==> config.mk <==
export PLATFORM = sky130hd
export DESIGN_NAME = entry_gate_ctrl
export DESIGN_NICKNAME = d
export VERILOG_FILES = /design/src/rtl/parking_pkg.sv /design/src/rtl/loop_debounce.sv /design/src/rtl/entry_gate_ctrl.sv
export SDC_FILE = /design/constraint.sdc
export NUM_CORES = 1
export LEC_CHECK = 0
export ABC_AREA = 0
export ABC_CLOCK_PERIOD_IN_PS = 2200
export CAP_MARGIN = 0
export CORE_ASPECT_RATIO = 1.2
export CORE_MARGIN = 3
export CORE_UTILIZATION = 45
export DETAILED_ROUTE_END_ITERATION = 12
export GPL_TIMING_DRIVEN = 1
export HOLD_SLACK_MARGIN = 0.02
export PLACE_DENSITY_LB_ADDON = 0.2
export SLEW_MARGIN = 15
export SYNTH_ARGS = -nofsm -noshare
export SYNTH_HDL_FRONTEND = slang
export SYNTH_SLANG_ARGS = --single-unit
export TNS_END_PERCENT = 30
==> constraint.sdc <==
create_clock -name clk -period 2.2 [get_ports clk]
set_input_delay 0.33 -clock clk [delete_from_list [all_inputs] [get_ports clk]]
set_output_delay 0.33 -clock clk [all_outputs]
set_load 0.1 [all_outputs]
==> src/rtl/parking_pkg.sv <==
// Shared parking-lot definitions: FSM state codes, default timing
// parameters and a counter-width helper used by the gate blocks.
package parking_pkg;

  localparam int DEBOUNCE_DEF     = 4;
  localparam int BADGE_WINDOW_DEF = 16;
  localparam int PASS_TIMEOUT_DEF = 200;

  localparam logic [2:0] S_IDLE       = 3'd0;
  localparam logic [2:0] S_CLASSIFY   = 3'd1;
  localparam logic [2:0] S_CHECK      = 3'd2;
  localparam logic [2:0] S_OPEN       = 3'd3;
  localparam logic [2:0] S_WAIT_CLEAR = 3'd4;
  localparam logic [2:0] S_DENY       = 3'd5;

  // Width of a counter that must reach n-1; never below one bit.
  function automatic int cnt_w(input int n);
    return (n < 2) ? 1 : $clog2(n);
  endfunction

endpackage

==> src/rtl/loop_debounce.sv <==
// Loop-detector debouncer: level follows raw after DEBOUNCE consecutive
// disagreeing samples. Ports: clk, rst (sync, high), raw in, level out.
module loop_debounce
  import parking_pkg::*;
#(
  parameter int DEBOUNCE = DEBOUNCE_DEF
) (
  input  logic clk,
  input  logic rst,
  input  logic raw,
  output logic level
);

  localparam int CW = cnt_w(DEBOUNCE);

  logic [CW-1:0] cnt_q, cnt_d;
  logic          level_q, level_d;

  // Any agreeing sample restarts the run of disagreeing samples.
  always_comb begin
    cnt_d   = '0;
    level_d = level_q;
    if (raw != level_q) begin
      if (cnt_q == CW'(DEBOUNCE - 1)) begin
        level_d = raw;
      end else begin
        cnt_d = cnt_q + 1'b1;
      end
    end
  end

  always_ff @(posedge clk) begin
    if (rst) begin
      cnt_q   <= '0;
      level_q <= 1'b0;
    end else begin
      cnt_q   <= cnt_d;
      level_q <= level_d;
    end
  end

  assign level = level_q;

endmodule

==> src/rtl/entry_gate_ctrl.sv <==
// Entry barrier controller: debounces arrive/pass loops, classifies the car,
// checks vacancy, drives barrier/deny and emits one car_entered per car.
// Inputs: clk, rst, enabled, loop_arrive, loop_pass, badge_valid,
// uni_is_vacated_space, is_vacated_space. Outputs (all registered):
// barrier_open, deny, car_entered, is_uni_car_entered, timeout.
module entry_gate_ctrl
  import parking_pkg::*;
#(
  parameter int DEBOUNCE     = DEBOUNCE_DEF,
  parameter int BADGE_WINDOW = BADGE_WINDOW_DEF,
  parameter int PASS_TIMEOUT = PASS_TIMEOUT_DEF
) (
  input  logic clk,
  input  logic rst,
  input  logic enabled,
  input  logic loop_arrive,
  input  logic loop_pass,
  input  logic badge_valid,
  input  logic uni_is_vacated_space,
  input  logic is_vacated_space,
  output logic barrier_open,
  output logic deny,
  output logic car_entered,
  output logic is_uni_car_entered,
  output logic timeout
);

  localparam int BCW = cnt_w(BADGE_WINDOW);
  localparam int TCW = cnt_w(PASS_TIMEOUT);

  logic           arr_lvl, pass_lvl;
  logic           arr_prev_q, pass_prev_q;
  logic           arr_rise, pass_rise;
  logic           vac;

  logic [2:0]     state_q, state_d;
  logic [BCW-1:0] bcnt_q, bcnt_d;
  logic [TCW-1:0] tmr_q, tmr_d;
  logic           uni_q, uni_d;

  logic           bo_q, bo_d;
  logic           deny_q, deny_d;
  logic           ce_q, ce_d;
  logic           uce_q, uce_d;
  logic           to_q, to_d;

  loop_debounce #(.DEBOUNCE(DEBOUNCE)) u_arr_db (
    .clk   (clk),
    .rst   (rst),
    .raw   (loop_arrive),
    .level (arr_lvl)
  );

  loop_debounce #(.DEBOUNCE(DEBOUNCE)) u_pass_db (
    .clk   (clk),
    .rst   (rst),
    .raw   (loop_pass),
    .level (pass_lvl)
  );

  assign arr_rise  = arr_lvl & ~arr_prev_q;
  assign pass_rise = pass_lvl & ~pass_prev_q;
  assign vac       = uni_q ? uni_is_vacated_space : is_vacated_space;

  always_ff @(posedge clk) begin
    if (rst) begin
      state_q     <= S_IDLE;
      bcnt_q      <= '0;
      tmr_q       <= '0;
      uni_q       <= 1'b0;
      arr_prev_q  <= 1'b0;
      pass_prev_q <= 1'b0;
    end else begin
      state_q     <= state_d;
      bcnt_q      <= bcnt_d;
      tmr_q       <= tmr_d;
      uni_q       <= uni_d;
      arr_prev_q  <= arr_lvl;
      pass_prev_q <= pass_lvl;
    end
  end

  always_comb begin
    state_d = state_q;
    bcnt_d  = bcnt_q;
    tmr_d   = tmr_q;
    uni_d   = uni_q;
    case (state_q)
      S_IDLE: begin
        if (arr_rise) begin
          state_d = S_CLASSIFY;
          bcnt_d  = '0;
          uni_d   = 1'b0;
        end
      end
      S_CLASSIFY: begin
        if (!arr_lvl) begin
          state_d = S_IDLE;
        end else if (badge_valid) begin
          uni_d   = 1'b1;
          state_d = S_CHECK;
        end else if (bcnt_q == BCW'(BADGE_WINDOW - 1)) begin
          state_d = S_CHECK;
        end else begin
          bcnt_d = bcnt_q + 1'b1;
        end
      end
      S_CHECK: begin
        if (vac) begin
          state_d = S_OPEN;
          tmr_d   = '0;
        end else begin
          state_d = S_DENY;
        end
      end
      S_OPEN: begin
        if (pass_rise) begin
          state_d = S_WAIT_CLEAR;
        end else if (tmr_q == TCW'(PASS_TIMEOUT - 1)) begin
          state_d = S_IDLE;
        end else begin
          tmr_d = tmr_q + 1'b1;
        end
      end
      S_WAIT_CLEAR: begin
        if (!pass_lvl) state_d = S_IDLE;
      end
      S_DENY: begin
        if (!arr_lvl) state_d = S_IDLE;
      end
      default: state_d = S_IDLE;
    endcase
    if (!enabled) state_d = S_IDLE;
  end

  // Outputs are decoded from the transition being taken so that the
  // registered value lines up with the new state.
  always_comb begin
    bo_d   = 1'b0;
    deny_d = 1'b0;
    ce_d   = 1'b0;
    uce_d  = 1'b0;
    to_d   = 1'b0;
    if (enabled) begin
      bo_d   = (state_d == S_OPEN) || (state_d == S_WAIT_CLEAR);
      deny_d = (state_d == S_DENY);
      ce_d   = (state_q == S_OPEN) && (state_d == S_WAIT_CLEAR);
      uce_d  = ce_d & uni_q;
      to_d   = (state_q == S_OPEN) && (state_d == S_IDLE);
    end
  end

  always_ff @(posedge clk) begin
    if (rst) begin
      bo_q   <= 1'b0;
      deny_q <= 1'b0;
      ce_q   <= 1'b0;
      uce_q  <= 1'b0;
      to_q   <= 1'b0;
    end else begin
      bo_q   <= bo_d;
      deny_q <= deny_d;
      ce_q   <= ce_d;
      uce_q  <= uce_d;
      to_q   <= to_d;
    end
  end

  assign barrier_open       = bo_q;
  assign deny               = deny_q;
  assign car_entered        = ce_q;
  assign is_uni_car_entered = uce_q;
  assign timeout            = to_q;

endmodule

==> impl_metrics.toml <==
[worst_setup_path]
rr_worst_depth = 5
critPathBufInv = 1
cp_top_family = "simple AND/OR/NAND/NOR gates"
crit_slowest_cell = "nor4_2"
max_stage_delay_ns = 0.67
worstPathArrival_ns = 2.25
cp_max_fo = 10
cp-start-kind = "register"
path_class = "register to register"
r2r_end = "tmr_q[0]$_SDFFE_PP0P_"
crit_required_ns = 2.46
reg2reg_from = "state_q[1]$_SDFF_PP0_"
worst-r2r-setup-slack_ns = 0.22
worst_setup_path_end_kind = "register"
crit_chain = "nand3b_1 -> nor4_2 -> buf_4 -> o21ai_0 -> a21oi_1"

[synthesis]
ys_ff_latch = 29
synth_fp_nets = 164
synth_warnings = 0
synth-main-ff-cell = "dfxtp_1"
synth-edff-count = 0
yosysUniqueCellTypes = 41
ys_seq_area_frac = 0.416
synth_compound_area_frac = 0.156
yosys.area_share.simple = 0.294
synthMuxAreaShare = 0.0448
postSynth.asyncResetShare = 0
synth_top_family_by_area = "simple AND/OR/NAND/NOR gates"
netlist_instances = 152
syn-cell-area_sq_mm = 0.00140
avgSynthCellArea_sq_um = 9.19
synth_xor_area_frac = 0.0188
synthAdderAreaFrac = 0.0358

[global_routing]
grt_pass1_vias = 1095
grt_max_degree = 16
grt_usage = 0.165
grt_pass1_wl_microns = 4770
antenna_found_initial = 0
gr-total-overflow = 0

[route]
route.detailed.wl_per_inst_microns = 13.6
drt-total-wl_microns = 2740
route.vias.total = 1137
drc = 0
drt_iter0_drc = 46
vias_per_cell = 5.63
antenna_left = 0
dr.pass1.iters = 5

[cts]
clk_latency_ns = 0.32
postCtsSetupRepairBufs = 0
cts_root_buffer = "clkbuf_4"
postCtsHoldBufs = 0
clk_path_buf_depth = 2
cts_sinks = 29
clkTransAtPathRegs_ns = 0.08
numCtsBuffers = 5
h-tree-depth = 2
cts_tree = "done"
post_cts_resized = 0

[hold_path]
hp-class = "register to register"
hold_depth = 1
worstHoldStart = "u_arr_db.cnt_q[0]$_SDFF_PP0_"
worstHoldEndpoint = "u_arr_db.cnt_q[0]$_SDFF_PP0_"

[layout]
syn2layout_area_growth_pct = 13.5
n_antenna_cell = 0
drive_above_1_share = 0.137
fin_util = 0.548
nets = 181
fin_area_sq_mm = 0.00159

[outcome]
status = "completed"

[floorplan]
rows = 21
die_h_microns = 67.0
coreArea_sq_mm = 0.00289
io_pins = 13
die_w_microns = 56.9
die-area_sq_mm = 0.00381
start_util = 0.483

[sta]
finalSetupViolCount = 0
worst_slack_ns = 0.217
clock_skew_ns = 0.00272
tns_ns = 0
finalHoldViolations = 0
clock.fmax_mhz = 504
min_period_ns = 1.98
hold_ws_ns = 0.424
tightest_slew_ns = 0.682
rsz0062_at_grt = "false"
timing.slew.headroom = 0.542
finalCritPeriodShare = 0.901
final_max_slew_viol_count = 0

[power]
cellPowerDensity_mw_per_mm2 = 539
ir_drop_mv = 0.346
leakage_nw = 0.588

[placement]
dp_slack_ns = 0.161
port_buffers = 12
dp_hpwl_microns = 2080
dpl-instance-area_sq_mm = 0.00154
gp_congestion = 0.785

[flow_run]
max_cap_violations = 0
per-layer routing:
layer  GRT usage  up-vias  wire length (microns)
met5           0        -                      0
met4      0.0870        0                     53
met3      0.0562        6                    112
met2       0.292       21                   1420
met1       0.173      526                   1150
li1            -      584                      -
cell usage after synthesis (5+ instances only):
cell	instances	share of area
nor2b_1	8	0.036
o21ai_0	7	0.025
nand2b_1	5	0.022
a21oi_1	12	0.043
nand2_1	8	0.022
nor2_1	11	0.030
dfxtp_1	29	0.42
or4_1	5	0.027
nand3_1	9	0.032
cell families (layout without fill, tap and decap cells):
| group | count (synthesis) | in the layout |
|---|---|---|
| compound gates | 31 | 31 |
| buf+inv | 10 | 26 |
| mux | 6 | 6 |
| fa+ha+maj | 4 | 4 |
| flops | 29 | 29 |
| simple gates | 69 | 69 |
| xor+xnor | 3 | 3 |
cell type report:
cell class	count	area, sq um
Multi-Input combinational cell	113	767
Fill cell	284	1310
Sequential cell	29	581
Inverter	4	15.0
Clock inverter	1	5.00
Tap cell	34	42.5
Clock buffer	5	37.5
Timing Repair Buffer	16	138
through the flow:
stage | instances | total power [mW]
floorplan | 152 | 0.566
global placement | 196 | 0.585
detailed placement | 196 | 0.587
CTS | 202 | 0.867
global route | 202 | 0.894
finish | 202 | 0.854
state kept, by name, summed over array words and instances, names as in the netlist:
register            cells
u_arr_db.cnt_q          2
uni_q                   1
barrier_open            1
car_entered             1
u_arr_db.level          1
bcnt_q                  4
timeout                 1
u_pass_db.level         1
tmr_q                   8
arr_prev_q              1
pass_prev_q             1
is_uni_car_entered      1
state_q                 3
u_pass_db.cnt_q         2
deny                    1
worst max-delay path by stage:
stage                             endpoint                    from  depth (start not counted)
floorplan           bcnt_q[3]$_SDFFE_PP0P_  bcnt_q[0]$_SDFFE_PP0P_                          5
global placement     tmr_q[7]$_SDFFE_PP0P_    uni_is_vacated_space                          5
detailed placement   tmr_q[7]$_SDFFE_PP0P_    uni_is_vacated_space                          5
CTS                  tmr_q[7]$_SDFFE_PP0P_   state_q[1]$_SDFF_PP0_                          4
global route         tmr_q[0]$_SDFFE_PP0P_   state_q[1]$_SDFF_PP0_                          5
finish               tmr_q[0]$_SDFFE_PP0P_   state_q[1]$_SDFF_PP0_                          5
layout by cell type (no fill, tap or decap), types with 7 or more instances in the layout:
cell / n
o21ai_0: 7
nand2_1: 8
clkdlybuf4s50_1: 7
buf_4: 9
nor2_1: 11
nor2b_1: 8
dfxtp_1: 29
nand3_1: 9
a21oi_1: 12
worst reg2reg max path, cell delays in order (launching register included):
cell and delay (ns):
dfxtp_1 0.52, nand3b_1 0.26, nor4_2 0.67, buf_4 0.24
o21ai_0 0.07, a21oi_1 0.15
power by group:
| part | internal (mW) | total [mW] | switching, mW |
|---|---|---|---|
| sequential | 0.529 | 0.531 | 0.00239 |
| clock | 0.110 | 0.280 | 0.170 |
| combinational | 0.0228 | 0.0430 | 0.0202 |
| total | 0.662 | 0.854 | 0.193 |
No activity file was read; power rests on OpenSTA's default activity.
